[src/rtl/dsp_mac_signed_pipe.sv]
// dsp_mac_signed_pipe: three-stage pipelined signed multiply-accumulate with optional saturation
// Ports: clk       single clock, active edge chosen by NEG_EDGE
//        reset     synchronous active-high reset
//        in_valid  qualifies A, B and mode on the active edge
//        mode      0 MUL, 1 ACC, 2 SUB, 3 CLR
//        A, B      signed operands
//        out_valid single-cycle pulse per valid sample
//        P         signed result, which is the accumulator register itself
//        ovf       the result on P overflowed ACC_WIDTH
module dsp_mac_signed_pipe #(
    parameter int A_WIDTH   = 20,
    parameter int B_WIDTH   = 18,
    parameter int ACC_WIDTH = 48,
    parameter bit SATURATE  = 1'b0,
    parameter bit NEG_EDGE  = 1'b1
) (
    input  logic                 clk,
    input  logic                 reset,
    input  logic                 in_valid,
    input  logic [1:0]           mode,
    input  logic [A_WIDTH-1:0]   A,
    input  logic [B_WIDTH-1:0]   B,
    output logic                 out_valid,
    output logic [ACC_WIDTH-1:0] P,
    output logic                 ovf
);
    localparam int PW = A_WIDTH + B_WIDTH;
    if (ACC_WIDTH < PW) begin : g_width_check
        $error("dsp_mac_signed_pipe: ACC_WIDTH must be >= A_WIDTH+B_WIDTH");
    end
    typedef struct packed {
        logic [A_WIDTH-1:0]   a;
        logic [B_WIDTH-1:0]   b;
        logic [1:0]           m1;
        logic                 v1;
        logic [PW-1:0]        prod;
        logic [1:0]           m2;
        logic                 v2;
        logic [ACC_WIDTH-1:0] acc;
        logic                 ovf;
        logic                 vo;
    } pipe_t;
    pipe_t q, d;
    logic signed [PW-1:0]        ax, bx;
    logic signed [ACC_WIDTH:0]   pe, ae, sum;
    logic                        ov;
    // One extra bit of headroom: overflow shows up as the top two bits disagreeing.
    always_comb begin
        ax = PW'($signed(q.a));
        bx = PW'($signed(q.b));
        pe = (ACC_WIDTH+1)'($signed(q.prod));
        ae = (ACC_WIDTH+1)'($signed(q.acc));
        sum = q.m2 == 2'd2 ? ae - pe : ae + pe;
        ov = (q.m2[1] ^ q.m2[0]) & (sum[ACC_WIDTH] ^ sum[ACC_WIDTH-1]);
        d.a = A;
        d.b = B;
        d.m1 = mode;
        d.v1 = in_valid;
        d.prod = ax * bx;
        d.m2 = q.m1;
        d.v2 = q.v1;
        d.vo = q.v2;
        d.ovf = q.v2 ? ov : q.ovf;
        d.acc = !q.v2 ? q.acc :
                q.m2 == 2'd3 ? '0 :
                q.m2 == 2'd0 ? pe[ACC_WIDTH-1:0] :
                (ov && SATURATE) ? {sum[ACC_WIDTH], {(ACC_WIDTH-1){~sum[ACC_WIDTH]}}} :
                sum[ACC_WIDTH-1:0];
    end
    if (NEG_EDGE) begin : g_neg
        always_ff @(negedge clk) q <= reset ? '0 : d;
    end else begin : g_pos
        always_ff @(posedge clk) q <= reset ? '0 : d;
    end
    assign P = q.acc;
    assign ovf = q.ovf;
    assign out_valid = q.vo;
endmodule

[config.mk]
export PLATFORM = sky130hd
export DESIGN_NAME = dsp_mac_signed_pipe
export DESIGN_NICKNAME = d
export VERILOG_FILES = /design/src/rtl/dsp_mac_signed_pipe.sv
export SDC_FILE = /design/constraint.sdc
export NUM_CORES = 1
export LEC_CHECK = 0
export ABC_CLOCK_PERIOD_IN_PS = 13700
export BUFFER_PORTS_ARGS = -buffer_cell sky130_fd_sc_hd__buf_2
export CAP_MARGIN = 20
export CORE_MARGIN = 10
export CORE_UTILIZATION = 60
export DETAILED_ROUTE_END_ITERATION = 8
export GPL_TIMING_DRIVEN = 1
export PLACE_DENSITY = 0.8
export SLEW_MARGIN = 20
export SYNTH_ARGS = -nofsm -noshare
export SYNTH_HDL_FRONTEND = slang
export SYNTH_SLANG_ARGS = --single-unit
[constraint.sdc]
create_clock -name clk -period 13.7 [get_ports clk]
set_input_delay 1.37 -clock clk [delete_from_list [all_inputs] [get_ports clk]]
set_output_delay 1.37 -clock clk [all_outputs]
set_load 0.05 [all_outputs]
Word level (Yosys, flattened, before mapping)
Index checks and enable logic that the tools add are counted.
{ "word_totals": {"inputBits": 43, "output_inout_bits": 50, "word_cells": 22, "register_bits": 132} }
{ "op_classes": {"n_mux": 3, "addsub": 2, "bitwise_logic": 3, "reduce_logical": 1, "multipliers": 1, "eq_ne": 2} }
{ "ops": {"columns": ["cell", "count"], "rows": [
  ["two-way mux 48 bit", 2],
  ["adder 48 x 38 -> 49 bit", 1],
  ["two-way mux 49 bit", 1],
  ["subtractor 48 x 38 -> 49 bit", 1],
  ["multiplier 20 x 18 -> 38 bit", 1],
  ["equality test 2 bit, second input constant", 2],
  ["logical NOT 2 bit", 1],
  ["XOR 1 bit", 2],
  ["AND 1 bit", 1]
]} }

Logic depth before layout (Yosys ltp)
Gate-level depths: netlist of the first run.
{ "depth": {"ltp_word": 4, "ltp_mapped": 28, "depth_no_buf": 26} }

==> results of run 1 <==
worst register-to-register path, cell delays in order (launching register included):
cell and delay, ns:
dfxtp_1 0.66, clkinv_1 0.74, nor2_1 0.33, fa_1 0.47, fa_1 0.47, fa_1 0.54, fa_1 0.43, fa_1 0.49
inv_1 0.05, fa_1 0.51, inv_1 0.05, ha_1 0.37, nand3_1 0.15, nor2_1 0.14, nand3_1 0.12, a211oi_1 0.45
o2111ai_1 0.20, a31oi_1 0.39, a211o_1 0.25, a311o_1 0.25, a311oi_1 0.13, xnor2_1 0.18, nor2_1 0.06
synthesized netlist by cell type, drive strengths merged, types with 7 or more instances:
library cell and number:
a211oi 8, a21o 28, a21oi 116, a22oi 25, a31oi 11, and2 184, and3 12, buf 57
clkbuf 86, dfxtp 132, fa 362, ha 149, inv 453, nand2 261, nand2b 14, nand3 10
nor2 126, nor2b 63, nor3 19, nor4 7, o211ai 7, o21a 13, o21ai 81, o21bai 8
o22ai 7, xnor2 86, xor2 34
power groups by stage:
stage | clock [uW] | sequential, uW | combinational, uW
after detailed placement | 58.7 | 556 | 1670
final | 652 | 555 | 1680
after CTS | 675 | 550 | 1680
after floorplan | 58.7 | 497 | 1340
after global placement | 58.7 | 552 | 1610
after global routing | 717 | 562 | 1910
per-stage QoR:
stage / worst slack, ns / util (%) / hold WS, ns / std cells
5_1_grt: 3.94 / 65.1 / 0.479 / 3004
3_5_place_dp: 3.61 / 61.9 / 0.453 / 2841
2_1_floorplan: 4.36 / - / 0.414 / 2433
3_3_place_gp: 3.62 / 61.9 / 0.450 / 2841
4_1_cts: 4.10 / 65.1 / 0.459 / 3004
6_report: 4.08 / 65.1 / 0.455 / 3004
flip-flops by register name, indices dropped and copies added (netlist names):
name / flops
pe: 38
out_valid: 1
bx: 18
d: 4
P: 48
q: 2
ovf: 1
ax: 20
final timing paths:
check | end | slack, ns | cells past startpoint
setup / recovery | P[25] | 4.08 | 6
hold / removal | P[39] | 0.45 | 2
hold reg to reg | P[39] | 0.45 | 2
setup reg to reg | pe[37] | 6.13 | 22
logic make-up (layout without fill, tap and decap cells):
group,after synthesis,count (layout),share of synthesized area [%]
xor+xnor,120,120,5.00
fa+ha+maj,511,511,43.3
simple gates,719,719,16.9
flops,132,132,12.6
compound gates,347,347,10.4
buf+inv,597,713,11.5
mux,7,7,0.339
final cells by class:
cell class | count | area share [%]
clock buffer | 17 | 1.89
multi-input combinational | 1704 | 71.0
clock inverter | 147 | 3.09
sequential | 132 | 11.7
tap | 455 | 2.53
timing repair buffer | 96 | 2.19
inverter | 453 | 7.56
routing by layer:
metal	share of wire, %	vias to the layer above	routed length (um)
li1	-	7691	-
met4	3.6	4	1850
met5	0.056	-	29
met1	40	8216	20600
met3	7.8	158	4020
met2	49	703	25200
==> impl_metrics.json, run 1 <==
{
  "outcome": "completed",
  "row_count": 68,
  "yosysTopAreaCell": "fa_1",
  "synthCells": 2433,
  "power.leakage_uw": 0.0115,
  "nFillCells": 2897,
  "hold_path_class": "reg2reg",
  "grt_pass1_wl_um": 88500,
  "crit_chain": "buf_4 > nor3_1 > nand2_1 > nor3b_1 > a21oi_1 > o41ai_1",
  "r2r-start": "bx[17]",
  "ys_types": 72,
  "power.density_nw_per_um2": 129,
  "die_w_um": 207,
  "worst_path_dominant_cell_family": "simple AND/OR/NAND/NOR gates",
  "start_util_pct": 60.9,
  "crit_fanout": 40,
  "cts.clk_slew.worst_paths_ns": 0.03,
  "slowest_stage": "nor3_1",
  "critical_path.startpoint_type": "input port",
  "final_layout_size_suffix_gt1_share_pct": 5.73,
  "postCtsSetupBuffers": 0,
  "insertion_delay_ns": 0.48,
  "final_cell_mix": "584 x inv_1, 362 x fa_1, 261 x nand2_1",
  "syn_avg_cell_area_um2": 8.64,
  "min_from": "P[39]",
  "synth_area_leaders": "fa_1 34%, dfxtp_1 13%, ha_1 8.9%, inv_1 8.1%, and2_1 5.5%",
  "tns_ns": 0,
  "ys_seq_elements": 132,
  "coreArea_um2": 34500,
  "clockRootBuffer": "clkbuf_16",
  "rsz0062_at_grt": "no",
  "drc_errors": 0,
  "async_reset_ff_share_pct": 0,
  "slew_violations": 0,
  "final_antenna_net_count": 0,
  "syn_area_um2": 21000,
  "power_switching_uw": 1390,
  "syn_nets": 2987,
  "max_stage_delay_ns": 0.72,
  "use_met3_pct": 5.94,
  "numCtsBuffers": 17,
  "tightest_slew_ns": 1.02,
  "final_common_cell": "inv_1",
  "worstSetupEndpointType": "flip-flop",
  "yosysTopAreaCellShare_pct": 34.5,
  "sw_frac_of_total_pct": 48.1,
  "top_usage_layer": "met2",
  "seq_power_share_pct": 19.2,
  "critPathLaunch": "reset",
  "multi_input_area_um2": 16000,
  "io_pins": 93,
  "required_ns": 7.20,
  "slew_headroom_pct": 32.2,
  "hpwl_um": 39800,
  "crit_buf_inv": 1,
  "ir_drop_v": 0.000113,
  "use_met1_pct": 29.2,
  "internal_power_uw": 1500,
  "synth_edf_count": 0,
  "seqCellArea_um2": 2640,
  "post_dp_cell_area_um2": 21400,
  "finalHoldViolCount": 0,
  "p_comb_share_pct": 58.3,
  "track_usage_pct": 24.7,
  "setup_violations": 0,
  "crit_type": "in2reg",
  "wl_per_cell_um": 17.2,
  "final_cell_area_um2": 22500,
  "power_uw": 2890,
  "yosys_warnings": 0,
  "antenna_found_initial": 2,
  "nets": 3090,
  "synth-seq-area-share_pct": 12.6,
  "arrival_ns": 3.12,
  "fp.dieH_um": 207,
  "htree_levels": 4,
  "first_iter_violations": 1065,
  "gp_congestion": 0.927,
  "grtUsageMet2_pct": 41.9,
  "area_delta_synth_final_pct": 6.96,
  "via_count": 16772,
  "ctsResizeCount": 0,
  "clockPowerShare_pct": 22.5,
  "finalWirelength_um": 51700,
  "via_per_inst": 5.58,
  "cap_violations": 0,
  "cts_sinks": 132,
  "cts_tree": "yes",
  "fp.dieArea_um2": 42900,
  "grt_max_degree": 86,
  "diodes": 0,
  "grt_pass1_vias": 18645,
  "grt_overflow": 0,
  "cts_buffer_depth": 2,
  "synth_top_flop_cell": "dfxtp_1",
  "clock_skew_ns": 0.0258,
  "portBuffers": 92,
  "drt-pass1-iter-count": 6,
  "postCtsHoldBufs": 0
}
Power figures use the tool's default switching activity.
==> run 2, diff against run 1 <==
Settings changed: ABC_CLOCK_PERIOD_IN_PS 13700 to 9300.
Clock period 13.7 ns to 9.3 ns, I/O delays scaled along.
==> run 2 against run 1 <==
Compared with the run above:
- register-to-register slack got worse by 4.1 ns
- cell count about the same
- non-clock buffer count up 2
- highest routed layer unchanged
- critical endpoint is now pe[36]
- wire length rose by 1.4%
==> impl_metrics.json, run 2 (synthesis gave the netlist of run 1 again) <==
{
  "cts.clk_slew.worst_paths_ns": 0.04,
  "outcome": "completed",
  "final_antenna_net_count": 0,
  "coreArea_um2": 34500,
  "via_count": 16763,
  "io_pins": 93,
  "fmaxAchievable_ghz": 0.137,
  "final_common_cell": "inv_1",
  "post-route-period-util_pct": 78.4,
  "cap_violations": 0,
  "via_per_inst": 5.57,
  "power.density_nw_per_um2": 191,
  "hpwl_um": 40000,
  "first_iter_violations": 1087,
  "slew_violations": 0,
  "hold_path_class": "reg2reg",
  "crit_chain": "nand2_1 > fa_1 > fa_1 > fa_1 > fa_1 > inv_1 > fa_1 > inv_1 > fa_1 > inv_1 > ha_1 > a21o_1 > a21o_1 > a211oi_1 > o211a_1 > a221o_1 > a31oi_1 > o41ai_1 > nor2_1 > a221oi_1 > xor2_1 > nor2_1",
  "period_needed_ns": 7.29,
  "holdWs_ns": 0.440,
  "worst_path_dominant_cell_family": "adder cells",
  "utilization_pct": 65.3,
  "tns_ns": 0,
  "portBuffers": 92,
  "fp.dieArea_um2": 42900,
  "finalHoldViolCount": 0,
  "cts_sinks": 132,
  "drt-pass1-iter-count": 6,
  "gp_congestion": 0.917,
  "nets": 3092,
  "crit_buf_inv": 3,
  "postCtsHoldBufs": 0,
  "final_layout_size_suffix_gt1_share_pct": 5.80,
  "postCtsSetupBuffers": 0,
  "grt_max_degree": 88,
  "grt_pass1_vias": 18190,
  "ctsResizeCount": 0,
  "fp.dieH_um": 207,
  "wl_per_cell_um": 17.4,
  "grt_pass1_wl_um": 87600,
  "max_stage_delay_ns": 0.89,
  "track_usage_pct": 24.6,
  "tightest_slew_ns": 1.07,
  "critical_path.startpoint_type": "flip-flop",
  "numCtsBuffers": 17,
  "die_w_um": 207,
  "rsz0062_at_grt": "no",
  "clock_skew_ns": 0.0311,
  "row_count": 68,
  "finalWirelength_um": 52500,
  "final_cell_area_um2": 22600,
  "crit_fanout": 20,
  "cts_tree": "yes",
  "drc_errors": 0,
  "clockRootBuffer": "clkbuf_16",
  "crit_type": "reg2reg",
  "setup_violations": 0,
  "power.leakage_uw": 0.0115,
  "area_delta_synth_final_pct": 7.27,
  "slew_headroom_pct": 28.9,
  "ir_drop_v": 0.000182,
  "htree_levels": 4,
  "cpMostUsedCell": "fa_1",
  "start_util_pct": 60.9,
  "grt_overflow": 0,
  "cts_buffer_depth": 2,
  "antenna_found_initial": 2,
  "largest_register_ffs": 48,
  "insertion_delay_ns": 0.49,
  "slowest_stage": "dfxtp_1",
  "worstSetupEndpointType": "flip-flop",
  "post_dp_cell_area_um2": 21400,
  "arrival_ns": 12.26,
  "final_cell_mix": "584 x inv_1, 362 x fa_1, 261 x nand2_1",
  "required_ns": 14.27
}
-- run 2: cell types whose count changed in the layout (fill, tap and decap cells not counted), sizes merged --
cell	delta
buf	+2
bufinv	+2
clkinv	-2
clkinvlp	-1
diode	+1
inv	+1
-- run 2: per-stage QoR --
step | power [uW] | cells | setup WS (ns)
finish | 4320 | 3007 | 2.01
global route | 4750 | 3007 | 1.59
CTS | 4330 | 3006 | 2.05
detailed placement | 3350 | 2843 | 1.61
global placement | 3250 | 2843 | 1.68
floorplan | 2800 | 2433 | 2.60
-- run 2: cell type report --
cell class                 count  area, um2
multi-input combinational   1704      16000
fill                        2920      12000
sequential                   132       2640
inverter                     453       1700
clock inverter               147        741
tap                          455        569
timing repair buffer          98        508
clock buffer                  17        425
antenna                        1       2.50
-- run 2: power by group --
part / leakage (uW) / switching [uW] / internal [uW]
sequential: 0.00109 / 160 / 655
clock: 0.00104 / 459 / 561
combinational: 0.00941 / 1430 / 1050
-- run 2: metal layers --
| metal | routed length (um) | vias to the layer above | track usage (%) | share of wire [%] |
|---|---|---|---|---|
| met5 | 13 | - | 0 | 0.025 |
| met4 | 1590 | 2 | 10.7 | 3.0 |
| met3 | 4050 | 149 | 5.75 | 7.7 |
| met2 | 25700 | 734 | 41.5 | 49 |
| met1 | 21100 | 8187 | 29.3 | 40 |
| li1 | - | 7691 | - | - |
-- run 2: path summary, 6_finish.rpt --
path / start / to / slack, ns / cells past startpoint
worst max-delay path: bx[3] / pe[36] / 2.01 / 22
worst min register to register: d[51] / q[51] / 0.44 / 1
worst max register to register: bx[3] / pe[36] / 2.01 / 22
worst min-delay path: d[51] / q[51] / 0.44 / 1
